[config.mk]
export PLATFORM = sky130hd
export DESIGN_NAME = seq_div16_ctrl_flat
export DESIGN_NICKNAME = d
export VERILOG_FILES = /design/src/rtl/seq_div16_ctrl_if.sv /design/src/rtl/seq_div16_ctrl.sv /design/src/flat_wrapper.sv
export SDC_FILE = /design/constraint.sdc
export NUM_CORES = 1
export LEC_CHECK = 0
export ABC_AREA = 1
export BUFFER_PORTS_ARGS = -buffer_cell sky130_fd_sc_hd__buf_4
export CAP_MARGIN = 20
export CORE_ASPECT_RATIO = 2
export CORE_MARGIN = 3
export CORE_UTILIZATION = 54
export DETAILED_ROUTE_END_ITERATION = 16
export GPL_TIMING_DRIVEN = 0
export PLACE_DENSITY = 0.91
export SETUP_SLACK_MARGIN = 0.05
export SLEW_MARGIN = 20
export SYNTH_ARGS = -nofsm -noshare
export SYNTH_HDL_FRONTEND = slang
export SYNTH_SLANG_ARGS = --single-unit
[constraint.sdc]
create_clock -name clk -period 2.1 [get_ports clk]
set_clock_uncertainty 0.05 [all_clocks]
set_input_delay 0.315 -clock clk [delete_from_list [all_inputs] [get_ports clk]]
set_output_delay 0.315 -clock clk [all_outputs]
set_load 0.02 [all_outputs]
[src/rtl/seq_div16_ctrl_if.sv]
// Purpose: adder request/response bus between the divider (master) and a shared 16-bit add/sub unit (slave).
// Ports: add_en/add_sub/add_a/add_b driven by the master; add_result/add_cout/add_ready returned by the slave.
// Protocol: operands are stable while add_en=1; add_ready marks the result valid and falls after add_en drops.
interface seq_div16_ctrl_if #(
    parameter int WIDTH = 16
);
    logic             add_en;
    logic             add_sub;
    logic [WIDTH-1:0] add_a;
    logic [WIDTH-1:0] add_b;
    logic [WIDTH-1:0] add_result;
    logic             add_cout;
    logic             add_ready;

    modport master (
        output add_en, add_sub, add_a, add_b,
        input  add_result, add_cout, add_ready
    );

    modport slave (
        input  add_en, add_sub, add_a, add_b,
        output add_result, add_cout, add_ready
    );
endinterface

[src/rtl/seq_div16_ctrl.sv]
// Purpose: 16-bit unsigned restoring divider that borrows an external adder for every quotient bit.
// Latency: 16*(SHIFT + REQ wait + RELEASE) + 2 cycles start->done; divide-by-zero completes straight away.
// Backpressure: waits on add_ready in REQ (aborts with err after MAX_WAIT+1 cycles); start ignored unless IDLE.
// Ports: clk, rst (sync, active-high); start_i/dividend_i/divisor_i request; busy_o/done_o/quotient_o/
//        remainder_o/div_zero_o/err_o status and results; add_if is the master side of the adder bus.
module seq_div16_ctrl #(
    parameter int WIDTH    = 16,
    parameter int MAX_WAIT = 15
) (
    input  logic             clk,
    input  logic             rst,
    input  logic             start_i,
    input  logic [WIDTH-1:0] dividend_i,
    input  logic [WIDTH-1:0] divisor_i,
    output logic             busy_o,
    output logic             done_o,
    output logic [WIDTH-1:0] quotient_o,
    output logic [WIDTH-1:0] remainder_o,
    output logic             div_zero_o,
    output logic             err_o,
    seq_div16_ctrl_if.master add_if
);
    localparam int CW = $clog2(WIDTH);
    localparam int WW = $clog2(MAX_WAIT + 1);

    typedef enum logic [2:0] {
        S_IDLE,
        S_SHIFT,
        S_REQ,
        S_RELEASE,
        S_DONE
    } state_t;

    state_t           state_q, state_d;
    logic [CW-1:0]    cnt_q, cnt_d;
    logic [WW-1:0]    wait_q, wait_d;
    logic [WIDTH-1:0] rem_q, rem_d;
    logic [WIDTH-1:0] quo_q, quo_d;
    logic             msb_q, msb_d;
    logic [WIDTH-1:0] dvs_q, dvs_d;
    logic [WIDTH-1:0] add_a_q, add_a_d;
    logic [WIDTH-1:0] add_b_q, add_b_d;
    logic [WIDTH-1:0] quotient_q, quotient_d;
    logic [WIDTH-1:0] remainder_q, remainder_d;
    logic             div_zero_q, div_zero_d;
    logic             err_q, err_d;

    always_ff @(posedge clk) begin
        if (rst) begin
            state_q     <= S_IDLE;
            cnt_q       <= '0;
            wait_q      <= '0;
            rem_q       <= '0;
            quo_q       <= '0;
            msb_q       <= 1'b0;
            dvs_q       <= '0;
            add_a_q     <= '0;
            add_b_q     <= '0;
            quotient_q  <= '0;
            remainder_q <= '0;
            div_zero_q  <= 1'b0;
            err_q       <= 1'b0;
        end else begin
            state_q     <= state_d;
            cnt_q       <= cnt_d;
            wait_q      <= wait_d;
            rem_q       <= rem_d;
            quo_q       <= quo_d;
            msb_q       <= msb_d;
            dvs_q       <= dvs_d;
            add_a_q     <= add_a_d;
            add_b_q     <= add_b_d;
            quotient_q  <= quotient_d;
            remainder_q <= remainder_d;
            div_zero_q  <= div_zero_d;
            err_q       <= err_d;
        end
    end

    always_comb begin
        state_d     = state_q;
        cnt_d       = cnt_q;
        wait_d      = wait_q;
        rem_d       = rem_q;
        quo_d       = quo_q;
        msb_d       = msb_q;
        dvs_d       = dvs_q;
        add_a_d     = add_a_q;
        add_b_d     = add_b_q;
        quotient_d  = quotient_q;
        remainder_d = remainder_q;
        div_zero_d  = div_zero_q;
        err_d       = err_q;

        case (state_q)
            S_IDLE: begin
                if (start_i) begin
                    div_zero_d = 1'b0;
                    err_d      = 1'b0;
                    dvs_d      = divisor_i;
                    cnt_d      = CW'(WIDTH - 1);
                    if (divisor_i == '0) begin
                        // Divide-by-zero never touches the adder.
                        quotient_d  = '1;
                        remainder_d = dividend_i;
                        div_zero_d  = 1'b1;
                        state_d     = S_DONE;
                    end else begin
                        rem_d   = '0;
                        msb_d   = 1'b0;
                        quo_d   = dividend_i;
                        state_d = S_SHIFT;
                    end
                end
            end

            S_SHIFT: begin
                // {msb, R, Q} <= {R, Q, 0}; msb keeps the 17th bit the adder cannot see.
                msb_d   = rem_q[WIDTH-1];
                rem_d   = {rem_q[WIDTH-2:0], quo_q[WIDTH-1]};
                quo_d   = {quo_q[WIDTH-2:0], 1'b0};
                add_a_d = {rem_q[WIDTH-2:0], quo_q[WIDTH-1]};
                add_b_d = dvs_q;
                wait_d  = '0;
                state_d = S_REQ;
            end

            S_REQ: begin
                if (add_if.add_ready) begin
                    // A set msb means the shifted remainder exceeds any 16-bit divisor, so the
                    // subtract always commits; the wrapped adder result is then exact mod 2^16.
                    if (msb_q || add_if.add_cout) begin
                        rem_d = add_if.add_result;
                        quo_d = {quo_q[WIDTH-1:1], 1'b1};
                    end
                    state_d = S_RELEASE;
                end else if (wait_q == WW'(MAX_WAIT)) begin
                    quotient_d  = '0;
                    remainder_d = '0;
                    err_d       = 1'b1;
                    state_d     = S_DONE;
                end else begin
                    wait_d = wait_q + 1'b1;
                end
            end

            S_RELEASE: begin
                // Hold until the adder drops ready so the next REQ cannot see a stale one.
                if (!add_if.add_ready) begin
                    if (cnt_q == '0) begin
                        quotient_d  = quo_q;
                        remainder_d = rem_q;
                        state_d     = S_DONE;
                    end else begin
                        cnt_d   = cnt_q - 1'b1;
                        state_d = S_SHIFT;
                    end
                end
            end

            S_DONE: begin
                state_d = S_IDLE;
            end

            default: begin
                state_d = S_IDLE;
            end
        endcase
    end

    assign busy_o      = (state_q == S_SHIFT) || (state_q == S_REQ) || (state_q == S_RELEASE);
    assign done_o      = (state_q == S_DONE);
    assign quotient_o  = quotient_q;
    assign remainder_o = remainder_q;
    assign div_zero_o  = div_zero_q;
    assign err_o       = err_q;

    assign add_if.add_en  = (state_q == S_REQ);
    assign add_if.add_sub = (state_q == S_REQ);
    assign add_if.add_a   = add_a_q;
    assign add_if.add_b   = add_b_q;
endmodule

[src/flat_wrapper.sv]
// flat-port wrapper written by rule: the top's interface ports become plain ports
module seq_div16_ctrl_flat 
#(
    parameter int WIDTH    = 16,
    parameter int MAX_WAIT = 15
)
  (clk, rst, start_i, dividend_i, divisor_i, busy_o, done_o, quotient_o, remainder_o, div_zero_o, err_o, add_if_add_en, add_if_add_sub, add_if_add_a, add_if_add_b, add_if_add_result, add_if_add_cout, add_if_add_ready);
  seq_div16_ctrl_if #(.WIDTH(WIDTH)) add_if_i ();
  input  logic clk;
  input  logic rst;
  input  logic start_i;
  input  logic [WIDTH-1:0] dividend_i;
  input  logic [WIDTH-1:0] divisor_i;
  output logic busy_o;
  output logic done_o;
  output logic [WIDTH-1:0] quotient_o;
  output logic [WIDTH-1:0] remainder_o;
  output logic div_zero_o;
  output logic err_o;
  output wire logic [$bits(add_if_i.add_en)-1:0] add_if_add_en;
  output wire logic [$bits(add_if_i.add_sub)-1:0] add_if_add_sub;
  output wire logic [$bits(add_if_i.add_a)-1:0] add_if_add_a;
  output wire logic [$bits(add_if_i.add_b)-1:0] add_if_add_b;
  input wire logic [$bits(add_if_i.add_result)-1:0] add_if_add_result;
  input wire logic [$bits(add_if_i.add_cout)-1:0] add_if_add_cout;
  input wire logic [$bits(add_if_i.add_ready)-1:0] add_if_add_ready;
  assign add_if_add_en = add_if_i.add_en;
  assign add_if_add_sub = add_if_i.add_sub;
  assign add_if_add_a = add_if_i.add_a;
  assign add_if_add_b = add_if_i.add_b;
  assign add_if_i.add_result = add_if_add_result;
  assign add_if_i.add_cout = add_if_add_cout;
  assign add_if_i.add_ready = add_if_add_ready;
  seq_div16_ctrl #(.WIDTH(WIDTH), .MAX_WAIT(MAX_WAIT)) u_core (.clk(clk), .rst(rst), .start_i(start_i), .dividend_i(dividend_i), .divisor_i(divisor_i), .busy_o(busy_o), .done_o(done_o), .quotient_o(quotient_o), .remainder_o(remainder_o), .div_zero_o(div_zero_o), .err_o(err_o), .add_if(add_if_i));
endmodule
==> impl_metrics.env, run 1 <==
export IMPL_run_status="complete, no violations"
export IMPL_timing_critical_path_max_delay_family="buffers and inverters"
export IMPL_synth_flop_cell="sky130_fd_sc_hd__dfxtp_1"
export IMPL_critPathRequiredTime_ns=1.74
export IMPL_pwr_share_comb_pct=44.2
export IMPL_vias_in_the_first_global_route=5772
export IMPL_wl_per_cell_um=15.6
export IMPL_slowest_stage="sky130_fd_sc_hd__dfxtp_1"
export IMPL_synth_async_sr_flop_share_pct=0
export IMPL_drt_first_pass_iters=6
export IMPL_timing_final_crit_period_ns=2.01
export IMPL_cell_internal_power_dissipation_w=0.00676
export IMPL_path_buf_inv=3
export IMPL_synth_ff_latch_count=126
export IMPL_synthesis_area_per_instance_um2=6.84
export IMPL_number_of_distinct_library_cell_variants_in_the_gate_level_netlist_after_synthesis=27
export IMPL_finalSetupViolations=0
export IMPL_holdCritPathClass="primary input to flip-flop"
export IMPL_synth_cells_most_frequent="sky130_fd_sc_hd__nand2_1 (184), sky130_fd_sc_hd__dfxtp_1 (126), sky130_fd_sc_hd__nor2_1 (118)"
export IMPL_die_height_um=150
export IMPL_clock_tree_from_tritoncts="built"
export IMPL_max_slew_margin_pct=62.8
export IMPL_syn_nets=876
export IMPL_post_synth_top_area_fraction_pct=44.9
export IMPL_row_count=52
export IMPL_edff_count_synth=0
export IMPL_part_of_the_power_in_the_clock_network_pct=25.0
export IMPL_grt_ovfl_total=0
export IMPL_fmax_mhz=497
export IMPL_cp_end_kind="primary output"
export IMPL_start_util_pct=55.3
export IMPL_sw_frac_of_total_pct=42.9
export IMPL_final_min_period_over_clock_period_pct=95.8
export IMPL_critPathArrivalTime_ns=1.65
export IMPL_postRouteWirelength_um=17300
export IMPL_cts_inserted_buffers=17
export IMPL_drtIter0Drc=415
export IMPL_design_core_area_um2=10100
export IMPL_clk_root_buffer_cell="sky130_fd_sc_hd__clkbuf_16"
export IMPL_area_growth_from_synthesis_to_layout_pct=30.4
export IMPL_worstPathMaxFanout=10
export IMPL_drc=0
export IMPL_initial_antenna_violation_count=0
export IMPL_crit_path_cell_trace="buf_6 > clkbuf_2 > nor3_1 > buf_4"
export IMPL_finalHoldViolCount=0
export IMPL_synth_largest_area_cell="sky130_fd_sc_hd__dfxtp_1"
export IMPL_yosys_warnings=0
export IMPL_antenna_violating_nets_post_route=0
export IMPL_die_w_um=78.1
export IMPL_finalHoldWorstSlack_ns=0.128
export IMPL_cts_htree_levels=4
export IMPL_total_switching_power_w=0.00507
export IMPL_hpwlAfterDp_um=12800
export IMPL_route_detailed_vias_per_inst=5.41
export IMPL_critical_setup_path_class="flip-flop to primary output"
export IMPL_place_congestion=0.963
export IMPL_clock_insertion_delay_worst_skew_ns=0.42
export IMPL_grt_setup_unrepaired="true"
export IMPL_cts_clock_pin_slew_for_the_worst_setup_and_hold_paths_ns=0.06
export IMPL_yosysSeqAreaShare_pct=44.9
export IMPL_quantity_of_i_o_buffers_inserted_on_ports=121
export IMPL_cp_start_kind="flip-flop"
export IMPL_max_slew_worst_pin_slew_ns=0.558
export IMPL_seq_power_share_pct=30.8
export IMPL_ctsHoldBuffers=0
export IMPL_peakVddDrop_mv=0.994
export IMPL_layout_core_utilization_pct=72.2
export IMPL_power_density_nw_per_um2=1620
export IMPL_grt_util_all_layers_pct=29.8
export IMPL_fp_dieArea_um2=11700
export IMPL_largest_net_degree_at_the_start_of_global_routing=17
export IMPL_diodes_inserted=0
export IMPL_max_stage_delay_ns=0.35
export IMPL_io_pin_count=123
export IMPL_cts_buffer_depth=2
export IMPL_post_syn_area_um2=5620
export IMPL_fillerInstances=840
export IMPL_clock_sinks=126
export IMPL_via_count=6005
export IMPL_max_cap_viol_count=0
export IMPL_drv_slew=0
export IMPL_nets=1016
export IMPL_first_pass_grt_wire_length_um=27100
export IMPL_cellLeakagePower_nw=3.46
export IMPL_synthTopCellsByArea="sky130_fd_sc_hd__dfxtp_1 (45%), sky130_fd_sc_hd__nand2_1 (12%), sky130_fd_sc_hd__a21oi_1 (9.6%)"
export IMPL_syn_instance_count=821
export IMPL_yosys_cell_count_top_type="sky130_fd_sc_hd__nand2_1"
export IMPL_drive_above_1_share_pct=20.7
## tightest hold or removal path, stage by stage
cell and delay [ns]:
sky130_fd_sc_hd__buf_4 0.08, sky130_fd_sc_hd__o21ai_0 0.07, sky130_fd_sc_hd__a21oi_1 0.10
## cells by family (layout without fill, tap and decap cells)
logic type,Yosys count,count (layout),share of synthesized area [%]
buffers and inverters,138,291,10.5
adder cells (fa/ha/maj),2,2,0.445
AND/OR/NAND/NOR,360,360,26.3
flip-flops,126,126,44.9
AO/OA/AOI/OAI,195,195,17.8
## final timing paths
| check | cells past startpoint | endpoint | start | slack (ns) |
|---|---|---|---|---|
| setup reg to reg | 11 | u_core.quotient_o[0]$_SDFFE_PP0P_ | u_core.state_q[2]$_SDFFE_PP0P_ | 0.16 |
| hold / removal | 3 | u_core.dvs_q[7]$_SDFFE_PP0P_ | divisor_i[7] | 0.13 |
| setup / recovery | 4 | done_o | u_core.state_q[0]$_SDFFE_PP0P_ | 0.09 |
| hold reg to reg | 2 | u_core.add_if.add_b[4]$_SDFFE_PP0N_ | u_core.dvs_q[4]$_SDFFE_PP0P_ | 0.40 |
## stage by stage
step / instances / setup WS [ns] / setup TNS (ns) / instance area [µm²] / total power (W)
2_1_floorplan: 821 / 0.492 / 0 / 5620 / 0.00703
3_3_place_gp: 1077 / 0.0994 / 0 / 6690 / 0.00859
3_5_place_dp: 1077 / 0.109 / 0 / 6690 / 0.00871
4_1_cts: 1109 / -0.00465 / -0.00465 / 7300 / 0.0117
5_1_grt: 1109 / 0.0265 / 0 / 7320 / 0.0125
6_report: 1109 / 0.0880 / 0 / 7320 / 0.0118
## flip-flops by register name, summed over array words and instances (netlist names)
name,count
u_core.rem_q,16
u_core.quotient_o,16
u_core.remainder_o,16
u_core.cnt_q,4
u_core.quo_q,16
u_core.dvs_q,16
u_core.msb_q,1
u_core.err_o,1
u_core.add_if.add_a,16
u_core.wait_q,4
u_core.state_q,3
u_core.add_if.add_b,16
u_core.div_zero_o,1
## what timing repair did
item                       4_1_cts  5_1_grt
buffers inserted                 0        1
hold endpoints to repair         0        0
pin swaps                        0        1
setup endpoints to repair        3       26
resized for setup                5       10
## routing by layer
layer / track usage (%) / part of all wire, %
met1: 28.4 / 34
met2: 54.6 / 54
met3: 7.37 / 5.5
met4: 21.0 / 6.5
met5: 0 / 0
## area by class of cell
| class | count | area, µm² | share of cell area, % |
|---|---|---|---|
| Multi-Input combinational cell | 557 | 2520 | 34.4 |
| Tap cell | 135 | 169 | 2.31 |
| Buffer | 51 | 278 | 3.79 |
| Timing Repair Buffer | 122 | 916 | 12.5 |
| Clock buffer | 19 | 443 | 6.05 |
| Inverter | 86 | 323 | 4.41 |
| Clock inverter | 13 | 154 | 2.10 |
| Sequential cell | 126 | 2520 | 34.5 |
## power groups by stage
stage / sequential (W) / clock (W) / combinational [W]
finish: 0.00364 / 0.00296 / 0.00523
global route: 0.00370 / 0.00309 / 0.00576
CTS: 0.00362 / 0.00297 / 0.00514
detailed placement: 0.00365 / 0 / 0.00505
global placement: 0.00364 / 0 / 0.00495
floorplan: 0.00396 / 0 / 0.00307
## placed cells by master, fill, tap and decap left out, types with 17 or more instances in the layout
cell type / n
sky130_fd_sc_hd__nand3_1: 39
sky130_fd_sc_hd__o21ai_0: 68
sky130_fd_sc_hd__buf_4: 129
sky130_fd_sc_hd__nand2_1: 184
sky130_fd_sc_hd__nor2_1: 118
sky130_fd_sc_hd__inv_1: 81
sky130_fd_sc_hd__clkbuf_16: 17
sky130_fd_sc_hd__dfxtp_1: 124
sky130_fd_sc_hd__a21oi_1: 108
sky130_fd_sc_hd__clkbuf_1: 23
No activity file was read; power rests on OpenSTA's default activity.
==> inputs of run 2 (changes only) <==
--- a/config.mk
+++ b/config.mk
@@ -8,7 +8,6 @@
 export ABC_AREA = 1
 export BUFFER_PORTS_ARGS = -buffer_cell sky130_fd_sc_hd__buf_4
 export CAP_MARGIN = 20
-export CORE_ASPECT_RATIO = 2
 export CORE_MARGIN = 3
 export CORE_UTILIZATION = 54
 export DETAILED_ROUTE_END_ITERATION = 16
==> constraint.sdc (replaced) <==
create_clock -name clk -period 2.1 [get_ports clk]
set_clock_uncertainty 0.05 [all_clocks]
set_input_delay 0.315 -clock clk [delete_from_list [all_inputs] [get_ports clk]]
set_output_delay 0.315 -clock clk [all_outputs]
set_load 0.01 [all_outputs]
==> run 2 against run 1 <==
- first-iteration DRC count up 54%
- final cell count about the same
- design area about the same
- die area down 0.63%
==> impl_metrics.env, run 2 (synthesis gave the netlist of run 1 again) <==
export IMPL_ctsHoldBuffers=0
export IMPL_cp_end_kind="primary output"
export IMPL_critPathRequiredTime_ns=1.74
export IMPL_place_congestion=0.938
export IMPL_clock_tree_from_tritoncts="built"
export IMPL_die_w_um=108
export IMPL_timing_final_crit_period_ns=2.00
export IMPL_postRouteWirelength_um=16700
export IMPL_drt_first_pass_iters=6
export IMPL_clock_sinks=126
export IMPL_critical_setup_path_class="flip-flop to primary output"
export IMPL_drc=0
export IMPL_cts_htree_levels=4
export IMPL_wl_met2_um=7950
export IMPL_run_status="complete, no violations"
export IMPL_finalHoldWorstSlack_ns=0.0407
export IMPL_grt_setup_unrepaired="true"
export IMPL_nets=1019
export IMPL_max_cap_viol_count=0
export IMPL_via_count=6031
export IMPL_grt_ovfl_total=0
export IMPL_highest_signal_layer="met4"
export IMPL_clock_insertion_delay_worst_skew_ns=0.52
export IMPL_finalHoldViolCount=0
export IMPL_drive_above_1_share_pct=21.2
export IMPL_wl_per_cell_um=15.1
export IMPL_quantity_of_i_o_buffers_inserted_on_ports=121
export IMPL_die_height_um=108
export IMPL_first_pass_grt_wire_length_um=26400
export IMPL_worstPathMaxFanout=11
export IMPL_mostFrequentLayoutCell="sky130_fd_sc_hd__nand2_1"
export IMPL_finalSetupViolations=0
export IMPL_fp_dieArea_um2=11700
export IMPL_cts_buffer_depth=2
export IMPL_antenna_violating_nets_post_route=0
export IMPL_row_count=36
export IMPL_cts_inserted_buffers=17
export IMPL_cts_clock_pin_slew_for_the_worst_setup_and_hold_paths_ns=0.06
export IMPL_critPathArrivalTime_ns=1.63
export IMPL_setup_total_negative_slack_ns=0
export IMPL_max_slew_worst_pin_slew_ns=0.539
export IMPL_peakVddDrop_mv=0.714
export IMPL_placedInstanceArea_um2=6690
export IMPL_holdCritPathClass="primary input to flip-flop"
export IMPL_fin_area_um2=7330
export IMPL_cellLeakagePower_nw=3.45
export IMPL_design_core_area_um2=9950
export IMPL_cp_start_kind="flip-flop"
export IMPL_met3_wirelength_um=1620
export IMPL_max_slew_margin_pct=64.0
export IMPL_area_growth_from_synthesis_to_layout_pct=30.4
export IMPL_layout_common_cells="sky130_fd_sc_hd__nand2_1 (183), sky130_fd_sc_hd__buf_4 (131), sky130_fd_sc_hd__dfxtp_1 (123)"
export IMPL_fmax_mhz=500
export IMPL_grt_util_all_layers_pct=28.7
export IMPL_start_util_pct=56.4
export IMPL_initial_antenna_violation_count=0
export IMPL_drtIter0Drc=640
export IMPL_wl_met1_um=6670
export IMPL_diodes_inserted=0
export IMPL_drv_slew=0
export IMPL_vias_in_the_first_global_route=5621
export IMPL_power_density_nw_per_um2=1560
export IMPL_route_detailed_vias_per_inst=5.43
export IMPL_layout_core_utilization_pct=73.6
export IMPL_largest_net_degree_at_the_start_of_global_routing=17
export IMPL_final_min_period_over_clock_period_pct=95.2
export IMPL_clk_root_buffer_cell="sky130_fd_sc_hd__clkbuf_8"
export IMPL_hpwlAfterDp_um=11700
export IMPL_io_pin_count=123
[run 2: changes by cell type in the layout (fill, tap and decap cells not counted), sizes merged]
cell,change
bufinv,-1
clkbuf,-1
clkinvlp,+4
buf,+3
clkinv,-3
inv,+1
[run 2: repair_timing]
item / 4_1_cts / 5_1_grt
pin swaps: 1 / 1
setup endpoints to repair: 3 / 32
buffers inserted: 1 / 2
endpoints found under the hold margin: 0 / 0
resized for setup: 9 / 14
[run 2: area by class of cell]
class | instances | area (µm²)
Timing Repair Buffer | 124 | 931
Buffer | 52 | 299
Inverter | 86 | 325
Clock inverter | 14 | 133
Multi-Input combinational cell | 557 | 2520
Tap cell | 133 | 166
Clock buffer | 18 | 428
Fill cell | 745 | 2630
Sequential cell | 126 | 2530
[run 2: routing by layer]
layer | vias up | global-route usage, %
met4 | 0 | 10.0
met2 | 336 | 47.9
met1 | 2732 | 36.1
li1 | 2908 | -
met5 | - | 0
met3 | 55 | 7.28
[run 2: metrics by stage]
| step | cells | total power, W | worst slack (ns) |
|---|---|---|---|
| floorplan | 821 | 0.00676 | 0.542 |
| global placement | 1075 | 0.00821 | 0.180 |
| detailed placement | 1075 | 0.00834 | 0.151 |
| CTS | 1108 | 0.0112 | 0.0116 |
| global route | 1110 | 0.0122 | 0.0258 |
| finish | 1110 | 0.0114 | 0.101 |
[run 2: final timing paths]
check	slack (ns)	to	cells past startpoint	startpoint
setup / recovery	0.10	add_if_add_sub	7	u_core.state_q[2]$_SDFFE_PP0P_
hold / removal	0.04	u_core.dvs_q[5]$_SDFFE_PP0P_	3	divisor_i[5]
setup reg to reg	0.16	u_core.quo_q[8]$_SDFFE_PP0P_	8	u_core.state_q[1]$_SDFFE_PP0P_
hold reg to reg	0.41	u_core.dvs_q[9]$_SDFFE_PP0P_	2	u_core.dvs_q[9]$_SDFFE_PP0P_
[run 2: where the power goes]
part / internal, W / switching (W)
Clock: 0.00162 / 0.00115
Sequential: 0.00318 / 0.000487
Combinational: 0.00183 / 0.00318
[run 2: critical path, cell delays in order, from the launching register on]
cell and delay (ns):
sky130_fd_sc_hd__dfxtp_2 0.39, sky130_fd_sc_hd__inv_4 0.07, sky130_fd_sc_hd__nand2_8 0.10, sky130_fd_sc_hd__nor2_4 0.04, sky130_fd_sc_hd__buf_6 0.12, sky130_fd_sc_hd__buf_8 0.13
sky130_fd_sc_hd__buf_4 0.12, sky130_fd_sc_hd__buf_4 0.13
==> inputs of run 3 (changes only) <==
--- a/config.mk
+++ b/config.mk
@@ -12,9 +12,10 @@
 export CORE_UTILIZATION = 54
 export DETAILED_ROUTE_END_ITERATION = 16
 export GPL_TIMING_DRIVEN = 0
+export HOLD_SLACK_MARGIN = 0.15
 export PLACE_DENSITY = 0.91
 export SETUP_SLACK_MARGIN = 0.05
-export SLEW_MARGIN = 20
+export SLEW_MARGIN = 0
 export SYNTH_ARGS = -nofsm -noshare
 export SYNTH_HDL_FRONTEND = slang
 export SYNTH_SLANG_ARGS = --single-unit
==> run 3 against run 2 <==
- final cell count increased by 3.2%
- hold slack improved by 0.16 ns
- fmax shrank 1.7%
- die area did not move
- register-to-register slack worse by 0.04 ns
- core utilization rose by 3.5 points
- setup slack lost 0.035 ns
- sequential share of layout area decreased by 1.5 points
- critical path depth stayed put
- combinational power up 4%
==> impl_metrics.env, run 3 (synthesis gave the netlist of run 1 again) <==
export IMPL_part_of_the_power_in_the_clock_network_pct=24.0
export IMPL_die_height_um=108
export IMPL_place_congestion=0.938
export IMPL_clk_root_buffer_cell="sky130_fd_sc_hd__clkbuf_8"
export IMPL_cp_start_kind="flip-flop"
export IMPL_worstPathMaxFanout=11
export IMPL_layout_common_cells="sky130_fd_sc_hd__nand2_1 (183), sky130_fd_sc_hd__buf_4 (131), sky130_fd_sc_hd__dfxtp_1 (123)"
export IMPL_io_pin_count=123
export IMPL_via_count=6485
export IMPL_die_w_um=108
export IMPL_timing_final_crit_period_ns=2.03
export IMPL_max_cap_viol_count=0
export IMPL_nets=1053
export IMPL_grt_util_all_layers_pct=32.0
export IMPL_wl_per_cell_um=16.4
export IMPL_finalSetupViolations=0
export IMPL_cts_clock_pin_slew_for_the_worst_setup_and_hold_paths_ns=0.06
export IMPL_first_pass_grt_wire_length_um=29400
export IMPL_critPathRequiredTime_ns=1.74
export IMPL_row_count=36
export IMPL_place_inst=1075
export IMPL_initial_antenna_violation_count=1
export IMPL_fmax_mhz=492
export IMPL_pwr_share_comb_pct=44.5
export IMPL_holdCritPathClass="primary input to flip-flop"
export IMPL_clock_insertion_delay_worst_skew_ns=0.52
export IMPL_critical_setup_path_class="flip-flop to primary output"
export IMPL_fp_dieArea_um2=11700
export IMPL_peakVddDrop_mv=0.701
export IMPL_power_density_nw_per_um2=1520
export IMPL_sw_frac_of_total_pct=43.0
export IMPL_grt_setup_unrepaired="true"
export IMPL_drc=0
export IMPL_antenna_violating_nets_post_route=0
export IMPL_drv_slew=0
export IMPL_cts_inserted_buffers=17
export IMPL_largest_net_degree_at_the_start_of_global_routing=17
export IMPL_critPathArrivalTime_ns=1.67
export IMPL_postRouteWirelength_um=18800
export IMPL_clock_sinks=126
export IMPL_max_slew_worst_pin_slew_ns=0.570
export IMPL_fin_area_um2=7670
export IMPL_cellLeakagePower_nw=3.59
export IMPL_route_detailed_vias_per_inst=5.66
export IMPL_placedInstanceArea_um2=6690
export IMPL_mostFrequentLayoutCell="sky130_fd_sc_hd__nand2_1"
export IMPL_quantity_of_i_o_buffers_inserted_on_ports=121
export IMPL_hpwlAfterDp_um=11700
export IMPL_drt_first_pass_iters=7
export IMPL_max_slew_margin_pct=62.0
export IMPL_run_status="complete, no violations"
export IMPL_cell_internal_power_dissipation_w=0.00665
export IMPL_vias_in_the_first_global_route=6126
export IMPL_drtIter0Drc=809
export IMPL_grt_ovfl_total=0
export IMPL_total_switching_power_w=0.00501
export IMPL_finalHoldWorstSlack_ns=0.205
export IMPL_cts_buffer_depth=2
export IMPL_area_growth_from_synthesis_to_layout_pct=36.6
export IMPL_design_core_area_um2=9950
export IMPL_cp_end_kind="primary output"
export IMPL_finalHoldViolCount=0
export IMPL_clock_tree_from_tritoncts="built"
export IMPL_cts_htree_levels=4
export IMPL_final_min_period_over_clock_period_pct=96.9
export IMPL_drive_above_1_share_pct=21.0
export IMPL_finish_cell_count_without_fillers=1145
export IMPL_start_util_pct=56.4
export IMPL_seq_power_share_pct=31.6
[run 3: cell types whose count changed in the layout (fill, tap and decap cells not counted), sizes merged]
cell         before  now
diode             0    1
dlygate4sd3       0   34
[run 3: worst paths after layout]
path / startpoint / to / slack (ns) / cells past startpoint
worst max register to register: u_core.state_q[1]$_SDFFE_PP0P_ / u_core.dvs_q[12]$_SDFFE_PP0P_ / 0.12 / 9
worst min-delay path: start_i / u_core.err_o$_SDFFE_PP0P_ / 0.21 / 4
worst min register to register: u_core.dvs_q[9]$_SDFFE_PP0P_ / u_core.dvs_q[9]$_SDFFE_PP0P_ / 0.40 / 2
worst max-delay path: u_core.state_q[2]$_SDFFE_PP0P_ / add_if_add_sub / 0.07 / 7
[run 3: power by group through the flow]
stage          logic (W)  registers [W]  clock network, W
3_3_place_gp     0.00457        0.00363                 0
3_5_place_dp     0.00468        0.00366                 0
4_1_cts          0.00489        0.00363           0.00277
6_report         0.00519        0.00368           0.00280
5_1_grt          0.00569        0.00374           0.00286
2_1_floorplan    0.00305        0.00372                 0
[run 3: what timing repair did]
action,4_1_cts,5_1_grt
hold buffers,34,0
buffers inserted,1,2
gates resized for setup,9,21
hold endpoints to repair,40,0
pin swaps,1,1
endpoints found under the setup margin,3,48
[run 3: critical path, stage by stage (launching register included)]
cell                      delay (ns)
sky130_fd_sc_hd__dfxtp_2        0.37
sky130_fd_sc_hd__inv_2          0.07
sky130_fd_sc_hd__nand2_4        0.14
sky130_fd_sc_hd__nor2_4         0.05
sky130_fd_sc_hd__buf_6          0.12
sky130_fd_sc_hd__buf_6          0.14
sky130_fd_sc_hd__buf_4          0.13
sky130_fd_sc_hd__buf_4          0.13
[run 3: layer usage]
metal  track usage (%)  part of all wire (%)
met5                 0                     0
met4              14.7                   4.5
met3              7.16                    11
met2              53.5                    47
met1              39.3                    37
[run 3: area by class of cell]
| type | count | area (µm²) |
|---|---|---|
| plain buffers | 52 | 292 |
| diodes | 1 | 2.50 |
| clock buffers | 18 | 428 |
| fillers | 632 | 2280 |
| multi-input cells | 557 | 2530 |
| inverters | 86 | 323 |
| flip-flops and latches | 126 | 2530 |
| clock inverters | 14 | 133 |
| well taps | 133 | 166 |
| repair buffers | 158 | 1270 |
[run 3: through the flow]
step | setup TNS (ns) | setup slack [ns] | total power [W] | util [%]
after global placement | 0 | 0.180 | 0.00821 | 67.2
after floorplan | 0 | 0.542 | 0.00676 | -
after CTS | 0 | 0.0116 | 0.0113 | 76.6
after global routing | -0.0338 | -0.0237 | 0.0123 | 77.0
final | 0 | 0.0661 | 0.0117 | 77.0
after detailed placement | 0 | 0.151 | 0.00834 | 67.2
